File: src/rtl/sat_counter.sv
// Event counter that saturates at all-ones; clr wins over inc.
module sat_counter #(
  parameter int W = 16
) (
  input  logic         clk,
  input  logic         rst_n,
  input  logic         inc,
  input  logic         clr,
  output logic [W-1:0] q
);

  logic [W-1:0] q_reg;
  logic [W-1:0] q_next;

  always_comb begin
    q_next = q_reg;
    if (clr) begin
      q_next = '0;
    end else if (inc && (q_reg != {W{1'b1}})) begin
      q_next = q_reg + W'(1);
    end
  end

  always_ff @(posedge clk or negedge rst_n) begin
    if (!rst_n) begin
      q_reg <= '0;
    end else begin
      q_reg <= q_next;
    end
  end

  assign q = q_reg;

endmodule

File: config.mk
export PLATFORM = sky130hd
export DESIGN_NAME = sat_counter
export DESIGN_NICKNAME = d
export VERILOG_FILES = /design/src/rtl/sat_counter.sv
export SDC_FILE = /design/constraint.sdc
export NUM_CORES = 1
export LEC_CHECK = 0
export ABC_CLOCK_PERIOD_IN_PS = 1800
export BUFFER_PORTS_ARGS = -buffer_cell sky130_fd_sc_hd__buf_2
export CAP_MARGIN = 40
export CORE_MARGIN = 4
export CORE_UTILIZATION = 47
export DETAILED_ROUTE_END_ITERATION = 7
export MAX_ROUTING_LAYER = met4
export PLACE_DENSITY = 0.82
export SYNTH_ARGS = -nofsm -noshare
export SYNTH_HDL_FRONTEND = slang
export SYNTH_SLANG_ARGS = --single-unit
File: constraint.sdc
create_clock -name clk -period 1.8 [get_ports clk]
set_clock_uncertainty 0.2 [all_clocks]
set_input_delay 0.27 -clock clk [delete_from_list [all_inputs] [get_ports clk]]
set_output_delay 0.27 -clock clk [all_outputs]
set_load 0.01 [all_outputs]
# == Yosys cells after proc, flatten, opt, wreduce, memory -nomap -nowiden ==
# Cells that the tools add are included.
# word_totals
register_bits,16
latch_bits,0
mem_bits_rw,0
mem_bits_ro,0
inputBits,4
output_inout_bits,16
memories,0
# op_classes
addsub,1
n_mul,0
div_mod_pow,0
magnitude_cmp,0
n_eq_ne,1
n_shift,0
muxes,2
bitwise_logic,0
reduce_logical,2
# ops
cell,count
16-bit 2-to-1 mux,2
16-bit by 1-bit adder with 16-bit output (second input constant),1
16-bit inequality test (second input constant),1
2-bit nonzero test,1
1-bit logical AND,1

# == Depth between registers and ports, before layout ==
# logic_depth
depth_word,4
depth_mapped,6
ltp_nobuf,5

# == Worst setup path before layout ==
# OpenSTA, ideal clock, no wires.
# synth_path
path_type,flip-flop to flip-flop
startpoint,reg q_reg[0] (netlist: q[0])
endpoint,reg q_reg[15] (netlist: q[15])
setup_ns,0.128
arrival_time_ns,1.670
required_ns,1.472
slack_ns,-0.198
stages_incl_launch_ff,6
synth_period_minus_slack_ns,1.998
cell_sequence,dfrtp_1 -> ha_1 -> nand4_2 -> nor4_4 -> nor4_1 -> mux2_1
# synth_via
elab_chain_len,3
elab_cells_between_ends,6
# synth_rtl
item,line,source
"start, declared",12,logic [W-1:0] q_reg;
"start signal, assigned",28,q_reg <= q_next;
16-bit by 1-bit adder with 16-bit output or 16-bit inequality test (tied branches),"20, 19",
16-bit 2-to-1 mux or 1-bit logical AND (tied branches),19,end else if (inc && (q_reg != {W{1'b1}})) begin
16-bit 2-to-1 mux or 2-bit nonzero test (tied branches),n/a,
# Parallel ways exist; a longest one is shown, timed or not. The select of a mux whose other input is x is not followed.
# A chain may end at the register's enable or synchronous reset.

# == Worst setup path after layout ==
# layout_path
startpoint,reg q_reg[3] (netlist: q[3])
endpoint,reg q_reg[7] (netlist: q[7])
# Same word-level chain as after synthesis.

==> impl_metrics.tcl <==
set metrics [dict create \
    outcome "finished with violations" \
    violations "negative setup slack" \
    pre_cts_ws_ns -0.2063 \
    crit_chain "and4_4 -> nand4_1 -> buf_4 -> or4_4 -> a21oi_4" \
    synth-seq-area-share 0.4250 \
    fillers 108 \
    overflow 0 \
    synthTopCellsByArea "dfrtp_1, a21oi_1, o31ai_1" \
    synth_edf_count 0 \
    synth.most_common_cell "dfrtp_1" \
    synth_simple_gate_area_frac 0.3121 \
    cap_viol_max_count 0 \
    cp.arrival_ns 2.12 \
    critPathCaptureType "register" \
    seqPwrFrac 0.535 \
    cts_tree "built" \
    vias 1111 \
    fp.coreArea_um2 1821 \
    cp.required_ns 1.83 \
    hold_path_depth 3 \
    critPathKind "register to register" \
    design.die.area_um2 2785 \
    grt_usage 0.2520 \
    port_buffers 19 \
    setup_tns_ns -1.803 \
    p_leak_nw 0.6737 \
    synth-xor-area-share 0 \
    syn_nets 103 \
    cp_max_fo 3 \
    place.gp.congestion 0.9480 \
    rows 15 \
    r2r_slack_ns -0.29 \
    sw_frac_of_total 0.2515 \
    yosysTopAreaCell "dfrtp_1" \
    drtPass1Iterations 4 \
    regToRegStartpoint "q[3]" \
    hold_class "input pin to register" \
    area_growth_pct 59.76 \
    netlist.area_leader.share 0.4250 \
    synthesis.area_um2 942.2 \
    multi_input_area_um2 653.1 \
    grt_max_degree 21 \
    setup_viol 16 \
    grt_pass1_vias 1020 \
    worstSkewPairLatency_ns 0.30 \
    cts_buffers 3 \
    hpwlAfterDp_um 2069 \
    rsz0062_at_grt "yes" \
    hold_viol 0 \
    clk_path_buf_depth 2 \
    syn_inst 98 \
    async_flop_share 1.000 \
    largest_reg_flops 16 \
    ant_nets 0 \
    htreeDepth 1 \
    holdWs_ns 0.08040 \
    synth_top_family_by_area "simple AND/OR/NAND/NOR gates" \
    slew_headroom 0.6254 \
    r2r.worst_path.cells 5 \
    synth_seq_cells 16 \
    final_net_count 157 \
    power_density_nw_per_um2 453.4 \
    synth_compound_area_frac 0.1620 \
    yosys-top-cells-count "dfrtp_1, a21oi_1, o31ai_1, nand2_1, nand4_1" \
    antenna_cells 0 \
    synthFlopType "dfrtp_1" \
    p_int_w 0.0005109 \
    slowest_delay_ns 0.50 \
    drtIter0Drc 29 \
    pin_count 20 \
    tightest_slew_ns 0.5613 \
    yosys.area_share.adder 0.01328 \
    drcViolationCount 0 \
    irDropWorstVdd_mv 0.4541 \
    drive_above_1_share 0.5563 \
    synthMuxAreaShare 0.04781 \
    worstHoldStart "inc" \
    avgSynthCellArea_um2 9.614 \
    r2r-end "q[7]" \
    power_switching_w 0.0001716 \
    pwr-share-clk 0.366 \
    cpMaxStageDelayCell "or4_4" \
    post_drt_wl_per_cell_um 19.99 \
    drt-total-wl_um 3518 \
    period_needed_ns 2.090 \
    die_x_um 52.77 \
    fmax_mhz 478.4 \
    clk_pin_slew_worst_paths_ns 0.10 \
    holdPathEnd "q[1]" \
    die_h_um 52.77 \
    start_kind "register" \
    fin_ws_ns -0.2904 \
    avgViaCountPerCell 6.313 \
    cts_root_buffer "clkbuf_4" \
    layout_worst_path_cycle_share 1.161 \
    finalMaxSlewViolations 0 \
    regArea_um2 401.6 \
    cts_num_sinks 16 \
    pwr-share-comb 0.098 \
    ys_warn_count 0 \
    start_util 0.5175 \
    grt_pass1_wl_um 4919 \
    synth_cell_types 28 \
    antenna_found_initial 0 \
]
-- worst max path at each step --
stage          slack (ns)  cells after the start  startpoint  endpoint
2_1_floorplan       -0.05                      4       q[14]     q[15]
3_3_place_gp        -0.11                      6        q[1]      q[3]
3_5_place_dp        -0.21                      6        q[0]      q[3]
4_1_cts             -0.12                      5        q[1]     q[11]
5_1_grt             -0.33                      5        q[3]      q[7]
6_report            -0.29                      5        q[3]      q[7]
-- area by class of cell --
| cell class | instances | share of cell area |
|---|---|---|
| clock buffer | 4 | 0.02411 |
| inverter | 3 | 0.007481 |
| multi-input combinational | 74 | 0.4339 |
| sequential | 16 | 0.2668 |
| tap | 25 | 0.02078 |
| timing repair buffer | 54 | 0.2469 |
-- critical path: cells and delay by family (launching register included) --
kind | cells | cell delay, ns
AND/OR/NAND/NOR | 3 | 0.96
AO/OA/AOI/OAI | 1 | 0.18
flip-flops | 1 | 0.47
buffers and inverters | 1 | 0.21
-- per-layer routing --
| layer | track usage | share of wire | vias to the layer above |
|---|---|---|---|
| met3 | 0.05698 | 0.076 | 27 |
| met2 | 0.4070 | 0.49 | 66 |
| li1 | - | - | 486 |
| met5 | - | 0 | - |
| met1 | 0.3009 | 0.38 | 532 |
| met4 | 0.1064 | 0.055 | 0 |
-- power by group through the flow --
stage          combinational [W]  sequential [W]  clock, W
6_report               0.0000672        0.000365  0.000250
5_1_grt                0.0000730        0.000366  0.000264
4_1_cts                0.0000572        0.000365  0.000245
3_5_place_dp           0.0000513        0.000372         0
3_3_place_gp           0.0000502        0.000372         0
2_1_floorplan          0.0000205        0.000375         0
-- metrics by stage --
step / cell area [um^2] / instances / power (W) / util
2_1_floorplan: 959.7 / 98 / 0.0003955 / -
4_1_cts: 1379 / 172 / 0.0006673 / 0.7574
6_report: 1505 / 176 / 0.0006825 / 0.8268
5_1_grt: 1505 / 176 / 0.0007031 / 0.8268
3_3_place_gp: 1262 / 164 / 0.0004219 / 0.6935
3_5_place_dp: 1262 / 164 / 0.0004235 / 0.6935
-- logic make-up (layout without fill, tap and decap cells) --
family	count (synthesis)	after routing
fa+ha+maj	1	1
buf+inv	8	61
simple gates	45	45
compound gates	24	24
flops	16	16
mux	4	4
-- layout by cell type, fill, tap and decap left out, drive strengths merged, types with 4 or more instances in the layout --
cell	instances
a21oi	11
buf	53
clkbuf	4
dfrtp	16
mux2	4
nand2	6
nand4	7
nor2	4
nor2b	4
nor4	5
o21ai	4
o31ai	7
or4	7
-- repair_timing --
item,CTS,global route
hold buffers,1,0
resized for setup,12,17
buffers inserted,3,4
setup endpoints to repair,16,16
pin swaps,8,14
endpoints found under the hold margin,16,0
(Power assumes the default switching activity.)
